$ cat src/rtl/scroll_pkg.sv
// Shared definitions for the obstacle scroll sequencer: FSM state encoding,
// obstacle LFSR seed and tap mask, score width and a saturating increment.
package scroll_pkg;

  typedef enum logic [1:0] {
    S_IDLE = 2'd0,
    S_LOAD = 2'd1,
    S_RUN  = 2'd2,
    S_OVER = 2'd3
  } scrollStateT;

  // x^8 + x^6 + x^5 + x^4 + 1
  localparam logic [7:0] LFSR_SEED = 8'hA5;
  localparam logic [7:0] LFSR_TAPS = 8'hB8;

  localparam int SCORE_W = 16;

  function automatic logic [SCORE_W-1:0] satInc(input logic [SCORE_W-1:0] v);
    return (&v) ? v : v + SCORE_W'(1);
  endfunction

endpackage

$ cat src/rtl/segment_scroll_ctrl_if.sv
// Game-side and shift-register-side signals of the scroll sequencer.
// Optional macro SCROLL_PAUSE_EN adds the Pause input.
interface segment_scroll_ctrl_if;
  import scroll_pkg::*;

  logic                Start;
  logic                Collide;
`ifdef SCROLL_PAUSE_EN
  logic                Pause;
`endif
  logic                BitIn;
  logic                Shift;
  logic                SrRst;
  logic [5:0]          RstValue;
  logic                Running;
  logic                GameOver;
  logic [SCORE_W-1:0]  Score;

  modport master (
`ifdef SCROLL_PAUSE_EN
    output Pause,
`endif
    output Start, Collide,
    input  BitIn, Shift, SrRst, RstValue, Running, GameOver, Score
  );

  modport slave (
`ifdef SCROLL_PAUSE_EN
    input  Pause,
`endif
    input  Start, Collide,
    output BitIn, Shift, SrRst, RstValue, Running, GameOver, Score
  );

endinterface

$ cat src/rtl/obstacle_lfsr.sv
// 8-bit Fibonacci LFSR feeding the obstacle stream; steps only when Advance is high.
module obstacle_lfsr
  import scroll_pkg::*;
(
  input  logic       Clk,
  input  logic       Rst,
  input  logic       Advance,
  output logic [7:0] Lfsr
);

  always_ff @(posedge Clk) begin
    if (!Rst) begin
      Lfsr <= LFSR_SEED;
    end else if (Advance) begin
      Lfsr <= {^(Lfsr & LFSR_TAPS), Lfsr[7:1]};
    end
  end

endmodule

$ cat src/rtl/segment_scroll_ctrl.sv
// Scroll sequencer for the 6-bit obstacle shift register: tick timing, obstacle
// stream with minimum gap, speed-up, score and game-over. Optional macro: SCROLL_PAUSE_EN.
//
// state  | meaning
// IDLE   | register held at SEED_PATTERN, waiting for Start
// LOAD   | one cycle: clear score, restore period, restart counters
// RUN    | scrolling; Collide ends the game
// OVER   | display frozen, no shifts; Start begins a new game
module segment_scroll_ctrl
  import scroll_pkg::*;
#(
  parameter int         INIT_PERIOD   = 24,
  parameter int         MIN_PERIOD    = 6,
  parameter int         SPEED_STEP    = 2,
  parameter int         SPEEDUP_EVERY = 16,
  parameter int         MIN_GAP       = 2,
  parameter logic [5:0] SEED_PATTERN  = 6'b000000
) (
  input logic                  Clk,
  input logic                  Rst,
  segment_scroll_ctrl_if.slave bus
);

  localparam int PW = $clog2(INIT_PERIOD + 1);
  localparam int GW = (MIN_GAP < 1) ? 1 : $clog2(MIN_GAP + 1);
  localparam logic [PW-1:0] ONE = PW'(1);
  localparam logic [PW-1:0] TWO = PW'(2);

  scrollStateT        stateQ, stateD;
  logic [PW-1:0]      cntQ, cntD;
  logic [PW-1:0]      periodQ, periodD, fasterPeriod;
  logic [4:0]         stepQ, stepD;
  logic [GW-1:0]      gapQ, gapD;
  logic               gapOk;
  logic               pause;
  logic               runAct;
  logic               shiftDone;
  logic               bitStep;
  logic [7:0]         lfsr;
  logic               unusedLfsrHi;

  logic               bitInQ, bitInD;
  logic               shiftQ, shiftD;
  logic               srRstQ, srRstD;
  logic               runningQ, runningD;
  logic               gameOverQ, gameOverD;
  logic [SCORE_W-1:0] scoreQ, scoreD;

`ifdef SCROLL_PAUSE_EN
  assign pause = bus.Pause;
`else
  assign pause = 1'b0;
`endif

  always_ff @(posedge Clk) begin
    if (!Rst) begin
      stateQ <= S_IDLE;
    end else begin
      stateQ <= stateD;
    end
  end

  always_comb begin
    stateD = stateQ;
    case (stateQ)
      S_IDLE:  if (bus.Start)   stateD = S_LOAD;
      S_LOAD:                   stateD = S_RUN;
      S_RUN:   if (bus.Collide) stateD = S_OVER;
      S_OVER:  if (bus.Start)   stateD = S_LOAD;
      default:                  stateD = S_IDLE;
    endcase
  end

  // Collision beats the scroll step that would otherwise complete this cycle.
  always_comb begin
    runAct    = (stateQ == S_RUN) && !bus.Collide && !pause;
    shiftDone = (stateQ == S_RUN) && shiftQ && !bus.Collide;
    gapOk     = (int'(gapQ) >= MIN_GAP);

    if (int'(periodQ) >= MIN_PERIOD + SPEED_STEP) begin
      fasterPeriod = periodQ - PW'(SPEED_STEP);
    end else begin
      fasterPeriod = PW'(MIN_PERIOD);
    end

    cntD    = cntQ;
    periodD = periodQ;
    stepD   = stepQ;
    if (stateQ == S_LOAD) begin
      cntD    = '0;
      periodD = PW'(INIT_PERIOD);
      stepD   = '0;
    end else begin
      // Period changes only at the wrap edge, so the running count never straddles two periods.
      if (shiftDone) begin
        if (stepQ == 5'(SPEEDUP_EVERY - 1)) begin
          stepD   = '0;
          periodD = fasterPeriod;
        end else begin
          stepD = stepQ + 5'd1;
        end
      end
      if (runAct) begin
        cntD = (cntQ >= periodQ - ONE) ? '0 : cntQ + ONE;
      end
    end

    bitStep = runAct && (cntD == periodD - TWO);

    gapD = gapQ;
    if (stateQ == S_LOAD) begin
      gapD = GW'(MIN_GAP);
    end else if (bitStep) begin
      if (lfsr[0] && gapOk) begin
        gapD = '0;
      end else if (!gapOk) begin
        gapD = gapQ + GW'(1);
      end
    end
  end

  always_comb begin
    srRstD    = (stateD == S_RUN) || (stateD == S_OVER);
    runningD  = (stateD == S_RUN);
    gameOverD = (stateD == S_OVER);
    shiftD    = runAct && (cntD == periodD - ONE);

    bitInD = bitInQ;
    if (stateQ == S_LOAD) begin
      bitInD = 1'b0;
    end else if (bitStep) begin
      bitInD = lfsr[0] && gapOk;
    end

    scoreD = scoreQ;
    if (stateQ == S_LOAD) begin
      scoreD = '0;
    end else if (shiftDone) begin
      scoreD = satInc(scoreQ);
    end
  end

  always_ff @(posedge Clk) begin
    if (!Rst) begin
      cntQ      <= '0;
      periodQ   <= PW'(INIT_PERIOD);
      stepQ     <= '0;
      gapQ      <= GW'(MIN_GAP);
      bitInQ    <= 1'b0;
      shiftQ    <= 1'b0;
      srRstQ    <= 1'b0;
      runningQ  <= 1'b0;
      gameOverQ <= 1'b0;
      scoreQ    <= '0;
    end else begin
      cntQ      <= cntD;
      periodQ   <= periodD;
      stepQ     <= stepD;
      gapQ      <= gapD;
      bitInQ    <= bitInD;
      shiftQ    <= shiftD;
      srRstQ    <= srRstD;
      runningQ  <= runningD;
      gameOverQ <= gameOverD;
      scoreQ    <= scoreD;
    end
  end

  obstacle_lfsr uLfsr (
    .Clk     (Clk),
    .Rst     (Rst),
    .Advance (bitStep),
    .Lfsr    (lfsr)
  );

  assign unusedLfsrHi = ^lfsr[7:1];

  assign bus.BitIn    = bitInQ;
  assign bus.Shift    = shiftQ;
  assign bus.SrRst    = srRstQ;
  assign bus.RstValue = SEED_PATTERN;
  assign bus.Running  = runningQ;
  assign bus.GameOver = gameOverQ;
  assign bus.Score    = scoreQ;

endmodule

$ cat src/flat_wrapper.sv
// flat-port wrapper written by rule: the top's interface ports become plain ports
module segment_scroll_ctrl_flat import scroll_pkg::*;
#(
  parameter int         INIT_PERIOD   = 24,
  parameter int         MIN_PERIOD    = 6,
  parameter int         SPEED_STEP    = 2,
  parameter int         SPEEDUP_EVERY = 16,
  parameter int         MIN_GAP       = 2,
  parameter logic [5:0] SEED_PATTERN  = 6'b000000
)
  (Clk, Rst, bus_Start, bus_Collide, bus_BitIn, bus_Shift, bus_SrRst, bus_RstValue, bus_Running, bus_GameOver, bus_Score);
  segment_scroll_ctrl_if bus_i ();
  input logic Clk;
  input logic Rst;
  input wire logic [$bits(bus_i.Start)-1:0] bus_Start;
  input wire logic [$bits(bus_i.Collide)-1:0] bus_Collide;
  output wire logic [$bits(bus_i.BitIn)-1:0] bus_BitIn;
  output wire logic [$bits(bus_i.Shift)-1:0] bus_Shift;
  output wire logic [$bits(bus_i.SrRst)-1:0] bus_SrRst;
  output wire logic [$bits(bus_i.RstValue)-1:0] bus_RstValue;
  output wire logic [$bits(bus_i.Running)-1:0] bus_Running;
  output wire logic [$bits(bus_i.GameOver)-1:0] bus_GameOver;
  output wire logic [$bits(bus_i.Score)-1:0] bus_Score;
  assign bus_i.Start = bus_Start;
  assign bus_i.Collide = bus_Collide;
  assign bus_BitIn = bus_i.BitIn;
  assign bus_Shift = bus_i.Shift;
  assign bus_SrRst = bus_i.SrRst;
  assign bus_RstValue = bus_i.RstValue;
  assign bus_Running = bus_i.Running;
  assign bus_GameOver = bus_i.GameOver;
  assign bus_Score = bus_i.Score;
  segment_scroll_ctrl #(.INIT_PERIOD(INIT_PERIOD), .MIN_PERIOD(MIN_PERIOD), .SPEED_STEP(SPEED_STEP), .SPEEDUP_EVERY(SPEEDUP_EVERY), .MIN_GAP(MIN_GAP), .SEED_PATTERN(SEED_PATTERN)) u_core (.Clk(Clk), .Rst(Rst), .bus(bus_i));
endmodule
$ cat config.mk
export PLATFORM = sky130hd
export DESIGN_NAME = segment_scroll_ctrl_flat
export DESIGN_NICKNAME = d
export VERILOG_FILES = /design/src/rtl/scroll_pkg.sv /design/src/rtl/segment_scroll_ctrl_if.sv /design/src/rtl/obstacle_lfsr.sv /design/src/rtl/segment_scroll_ctrl.sv /design/src/flat_wrapper.sv
export SDC_FILE = /design/constraint.sdc
export NUM_CORES = 1
export LEC_CHECK = 0
export BUFFER_PORTS_ARGS = -buffer_cell sky130_fd_sc_hd__buf_2
export CORE_MARGIN = 1
export CORE_UTILIZATION = 46
export CTS_CLUSTER_SIZE = 24
export DETAILED_ROUTE_END_ITERATION = 6
export PLACE_DENSITY = 0.65
export SLEW_MARGIN = 0
export SYNTH_ARGS = -nofsm -noshare
export SYNTH_HDL_FRONTEND = slang
export SYNTH_HIERARCHICAL = 1
export SYNTH_SLANG_ARGS = --single-unit
$ cat constraint.sdc
create_clock -name Clk -period 6.33 [get_ports Clk]
set_input_delay 0.633 -clock Clk [delete_from_list [all_inputs] [get_ports Clk]]
set_output_delay 0.633 -clock Clk [all_outputs]
set_load 0.02 [all_outputs]
; ---- After elaboration in Yosys (flattened, before gate mapping)
; Index checks and enable logic that the tools add are counted.
[word_totals]
latchBits = 0
elab_cells = 62
ram_bits = 0
mem_count = 0
rom_bits = 0
reg_bits = 48
output_inout_bits = 27
[classes]
add_sub_neg = 8
order_cmp = 3
multipliers = 0
n_reduce_logical = 15
shifts = 0
n_div = 0
n_eq_ne = 9
bitwise_logic = 2
mux = 13
[ops]
columns = cell, count
row1 = 5-bit two-way mux, 8
row2 = "16-bit by 1-bit adder with 16-bit output, second input constant", 1
row3 = 16-bit AND reduction, 1
row4 = "5-bit by 1-bit adder with 5-bit output, second input constant", 2
row5 = 5-bit equality test, 2
row6 = "5-bit by 1-bit subtractor with 5-bit output, second input constant", 2
row7 = "5-bit by 2-bit subtractor with 5-bit output, second input constant", 2
row8 = "2-bit equality test, second input constant", 4
row9 = 2-bit two-way mux, 4
row10 = 8-bit parity, 1
row11 = 1-bit logical AND, 6
row12 = 2-bit case mux with 3 select lines, 1
row13 = "5-bit by 4-bit equality test with 1-bit output, second input constant", 1
row14 = "5-bit by 4-bit >= comparator with 1-bit output, second input constant", 1
row15 = 5-bit >= comparator, 1
row16 = 2-bit AND reduction, 2
row17 = 2-bit OR reduction, 2
row18 = "2-bit by 1-bit adder with 2-bit output, second input constant", 1
row19 = "2-bit by 1-bit equality test with 1-bit output, second input constant", 1
row20 = "2-bit >= comparator, second input constant", 1
row21 = 2-bit zero test, 1
row22 = "2-bit inequality test, second input constant", 1
row23 = 1-bit inverter, 2
row24 = 1-bit zero test, 1
row25 = 1-bit logical OR, 1

; ---- Depth between registers and ports, before layout
[logic_depth]
ltp_word = 9
ltp_mapped = 18
depth_no_buf = 16

; ---- Cells and area by module
; Netlist, hierarchy kept.
[by_module_without_submodules]
columns = mod, instances, cells_per_inst, area_each_um2
row1 = segment_scroll_ctrl, 1, 286, 2456.1
row2 = obstacle_lfsr, 1, 29, 319.1

; ---- Worst setup path before layout
; No wires, ideal clock.
[synth_path]
path_kind = input-to-reg
from = input port bus_Collide
to = register u_core.uLfsr.Lfsr[7]
required_ps = 6208
cell_stages = 16
setup_time_ps = 122
arrival_ps = 3439
path_slack_ps = 2769
path_cell_list = and3b_4 -> buf_6 -> and2_4 -> nand3_1 -> o211ai_1 -> ha_1 -> or3_1 -> or3_1 -> a21oi_1 -> o211ai_1 -> or2_4 -> nor2_1 -> buf_2 -> inv_2 -> o21ai_1 -> nand3b_1
[synth_via]
elab_chain_len = 7
elab_cells_between_ends = 10
cone_classes = 1 x add/sub / 1 x eq/ne / 4 x mux / 4 x reduce/logical
[synth_rtl]
columns = item, line
row1 = start: declaration, flat_wrapper.sv:16  ; input wire logic [$bits(bus_i.Collide)-1:0] bus_Collide;
row2 = 1-bit zero test *, "segment_scroll_ctrl.sv:76, segment_scroll_ctrl.sv:77"
row3 = 1-bit logical AND, segment_scroll_ctrl.sv:77  ; shiftDone = (stateQ == S_RUN) && shiftQ && !bus.Collide;
row4 = 5-bit two-way mux, segment_scroll_ctrl.sv:95  ; if (shiftDone) begin
row5 = 5-bit two-way mux, segment_scroll_ctrl.sv:89  ; if (stateQ == S_LOAD) begin
row6 = 5-bit by 2-bit subtractor with 5-bit output, segment_scroll_ctrl.sv:108  ; bitStep = runAct && (cntD == periodD - TWO);
row7 = 5-bit equality test, segment_scroll_ctrl.sv:108
row8 = 1-bit logical AND *, segment_scroll_ctrl.sv:108
row9 = via u_core.bitStep, segment_scroll_ctrl.sv:38  ; logic bitStep;
row10 = end signal: assignment, obstacle_lfsr.sv:15  ; Lfsr <= {^(Lfsr & LFSR_TAPS), Lfsr[7:1]};
row11 = end: declaration, obstacle_lfsr.sv:8  ; output logic [7:0] Lfsr
; The timed path passes the listed nets; every way through them passes the cells marked *.
; A chain may end at the register's enable or synchronous reset.

; ---- Worst setup path in the final report
[layout_path]
from = register u_core.stateQ[0]
to = register u_core.uLfsr.Lfsr[7]
[layout_via]
elab_chain_len = 8
elab_cells_between_ends = 12
cone_classes = 1 x add/sub / 3 x eq/ne / 4 x mux / 4 x reduce/logical
[layout_rtl]
columns = item, line
row1 = start: declaration, segment_scroll_ctrl.sv:29  ; scrollStateT stateQ, stateD;
row2 = start signal: assignment, segment_scroll_ctrl.sv:59  ; stateQ <= stateD;
row3 = 2-bit equality test, "segment_scroll_ctrl.sv:76, segment_scroll_ctrl.sv:77"
row4 = 1-bit logical AND (2 in series), segment_scroll_ctrl.sv:77
row5 = 5-bit two-way mux, segment_scroll_ctrl.sv:95
row6 = 5-bit two-way mux, segment_scroll_ctrl.sv:89
row7 = 5-bit by 2-bit subtractor with 5-bit output, segment_scroll_ctrl.sv:108
row8 = 5-bit equality test, segment_scroll_ctrl.sv:108
row9 = 1-bit logical AND *, segment_scroll_ctrl.sv:108
row10 = via u_core.bitStep, segment_scroll_ctrl.sv:38
; Marked as above.

==> metrics.log <==
INFO  metric fin_area = 3020 um^2
INFO  metric final_period_minus_worst_setup_slack = 4.10 ns
INFO  metric area_of_the_multi_input_gates = 1710 um^2
INFO  metric cts.sinks = 48
INFO  metric global_route.usage.met2 = 29.1%
INFO  metric placement.io_buffers = 24
INFO  metric final_common_cell = sky130_fd_sc_hd__dfxtp_1
INFO  metric synth_seq_cells = 48
INFO  metric path_max_fanout = 11
INFO  metric number_of_instances_in_the_synthesized_netlist = 315
INFO  metric grt.met1_usage = 23.9%
INFO  metric required_time_of_the_critical_path = 6.52 ns
INFO  metric gp_congestion = 0.852
INFO  metric fin_tns_setup = 0 ns
INFO  metric syn_area_per_cell = 8.81 um^2
INFO  metric clkTransAtPathRegs = 0.09 ns
INFO  metric drtIter0Drc = 97
INFO  metric fin_skew = 0.00820 ns
INFO  metric die_x = 79.7 um
INFO  metric start_util = 48.9%
INFO  metric worst_setup_path_start_kind = flip-flop
INFO  metric design.final.nets = 363
INFO  metric fraction_of_layout_cells_with_a_size_suffix_above_1 = 14.1%
INFO  metric worst_max_slew_margin_expressed_relative_to_the_limit = 34.9%
INFO  metric synth_edf_count = 0
INFO  metric antenna_found_initial = 0
INFO  metric arrival_time_at_the_worst_endpoint = 4.28 ns
INFO  metric post_cts.resized_instances = 0
INFO  metric number_of_global_route_vias_before_repair = 1989
INFO  metric worstSetupEndpointType = flip-flop
INFO  metric seqCellArea = 961 um^2
INFO  metric run_status = complete, no violations
INFO  metric die_height = 79.7 um
INFO  metric peakVddDrop = 0.125 mV
INFO  metric post-cts-setup-buffers = 0
INFO  metric synth-seq-area-share = 34.6%
INFO  metric synthFlopType = sky130_fd_sc_hd__dfxtp_1
INFO  metric post-dp-hpwl = 3.79 mm
INFO  metric critPathKind = reg2reg
INFO  metric grt_util_all_layers = 18.0%
INFO  metric drtAntennaViolNets = 0
INFO  metric cts_root_buffer = sky130_fd_sc_hd__clkbuf_8
INFO  metric rows = 27
INFO  metric final.fill_count = 549
INFO  metric drt_drc_violations_left = 0
INFO  metric power.leakage = 1.21 nW
INFO  metric clk_path_buf_depth = 2
INFO  metric cts_tree = yes
INFO  metric design.core.area = 5680 um^2
INFO  metric min_path_type = reg2reg
INFO  metric grt_first_pass_wirelength = 8.96 mm
INFO  metric hold_violations = 0
INFO  metric power_density = 215 nW/um^2
INFO  metric layout_common_cells = sky130_fd_sc_hd__dfxtp_1, sky130_fd_sc_hd__nor2_1, sky130_fd_sc_hd__nand2_1
INFO  metric number_of_max_capacitance_violations_reported = 0
INFO  metric placed_cells = 405
INFO  metric insertion_delay = 0.30 ns
INFO  metric dr.pass1.iters = 4
INFO  metric numCtsBuffers = 5
INFO  metric post_synth_num_cell_types = 56
INFO  metric area_growth_syn_to_layout = 8.97%
INFO  metric setup_viol = 0
INFO  metric design.portCount = 31
INFO  metric antenna_cells_inserted = 0
INFO  metric post_drt_via_cell_ratio = 5.22
INFO  metric deepest_level_of_the_cts_h_tree = 2
INFO  metric grt_most_used_layer = met2
INFO  metric largest_net_degree_at_the_start_of_global_routing = 29
INFO  metric finalMaxSlewViolations = 0
INFO  metric dpl_cell_area = 2930 um^2
INFO  metric dr_total_vias = 2155
INFO  metric layout.cells.non_filler = 413
INFO  metric synth_area = 2780 um^2
INFO  metric worstMarginPinSlew = 0.974 ns
INFO  metric rsz_0062_raised_after_global_routing = no
INFO  metric cts.hold.buffers_added = 0
INFO  metric drt-wirelength-per-cell = 12.6 um
INFO  metric gr-usage-met3 = 3.66%
INFO  metric ys_async_sr_fraction = 0%
INFO  metric yosys_warnings = 6
INFO  metric drt_wl_total = 5.21 mm
INFO  metric fp.dieArea = 6350 um^2
INFO  metric final_min_period_over_clock_period = 64.7%
INFO  metric grt.overflow.total = 0
INFO  metric clock.fmax = 244 MHz
-- critical path: stages (launching register included) --
cell and delay [ns]:
sky130_fd_sc_hd__dfxtp_1 0.37, sky130_fd_sc_hd__inv_1 0.08, sky130_fd_sc_hd__ha_1 0.25, sky130_fd_sc_hd__and3b_4 0.26
sky130_fd_sc_hd__and2_4 0.18, sky130_fd_sc_hd__o211ai_1 0.38, sky130_fd_sc_hd__ha_1 0.35, sky130_fd_sc_hd__or3_1 0.35
sky130_fd_sc_hd__or3_1 0.31, sky130_fd_sc_hd__a21oi_1 0.13, sky130_fd_sc_hd__o211ai_1 0.13, sky130_fd_sc_hd__or2_4 0.27
sky130_fd_sc_hd__nor2_1 0.59, sky130_fd_sc_hd__inv_2 0.10, sky130_fd_sc_hd__o21ai_1 0.16, sky130_fd_sc_hd__nand3b_1 0.08
-- area by class of cell --
| class | instances | area share, % |
|---|---|---|
| clock buffer | 7 | 2.85 |
| clock inverter | 1 | 0.248 |
| inverter | 14 | 1.74 |
| multi-input combinational | 247 | 56.4 |
| sequential | 48 | 31.8 |
| tap | 72 | 2.98 |
| timing repair buffer | 24 | 3.97 |
-- per-stage QoR --
step	hold WS [ns]	total power [mW]	setup WS, ns	util (%)
finish	0.475	0.650	2.23	53.3
floorplan	0.441	0.436	2.77	-
CTS	0.479	0.660	2.22	53.3
global route	0.503	0.691	1.89	53.3
detailed placement	0.464	0.471	2.14	51.6
global placement	0.457	0.470	2.19	51.6
-- state kept, by name, summed over array words and instances (netlist names), 2 cells and up --
name / flops
u_core/periodQ: 5
u_core/uLfsr/Lfsr: 8
u_core/bus.Score: 16
u_core/stepQ: 5
u_core/gapQ: 2
u_core/stateQ: 2
u_core/cntQ: 5
-- power breakdown --
| group | switching (mW) | total, mW | leakage [nW] | internal (mW) |
|---|---|---|---|---|
| registers | 0.00973 | 0.327 | 0.388 | 0.318 |
| logic | 0.0952 | 0.136 | 0.778 | 0.0408 |
| clock network | 0.0982 | 0.187 | 0.0445 | 0.0888 |
-- final timing paths --
check                         from                    to  slack, ns  cells past startpoint
setup / recovery  u_core/stateQ[0]  u_core/uLfsr/Lfsr[7]       2.23                     15
hold reg to reg     u_core/gapQ[0]        u_core/gapQ[0]       0.47                      2
setup reg to reg  u_core/stateQ[0]  u_core/uLfsr/Lfsr[7]       2.23                     15
hold / removal      u_core/gapQ[0]        u_core/gapQ[0]       0.47                      2
-- Yosys cell counts, types with 7 or more instances --
library cell,n,area (um^2)
sky130_fd_sc_hd__xor2_1,16,140
sky130_fd_sc_hd__nand2_1,35,131
sky130_fd_sc_hd__dfxtp_1,48,961
sky130_fd_sc_hd__xnor2_1,14,123
sky130_fd_sc_hd__and2_1,7,43.8
sky130_fd_sc_hd__mux2i_1,8,80.1
sky130_fd_sc_hd__a21oi_1,10,50.1
sky130_fd_sc_hd__ha_1,19,238
sky130_fd_sc_hd__inv_1,13,48.8
sky130_fd_sc_hd__o21ai_1,7,35.0
sky130_fd_sc_hd__nor2_1,39,146
sky130_fd_sc_hd__nand3_1,12,60.1
sky130_fd_sc_hd__nor3_1,9,45.0
-- per-layer routing --
layer / share of wire, % / wire (um)
met5: 0 / 0
met4: 1.2 / 63
met3: 3.9 / 204
met2: 47 / 2440
met1: 48 / 2500
-- kinds of logic after synthesis --
kind of cell,synth area share [%]
compound gates,11.8
xor+xnor,11.1
fa+ha+maj,8.57
buf+inv,4.55
flops,34.6
mux,3.70
other cells,0.135
simple gates,25.5
Power figures use the tool's default switching activity.
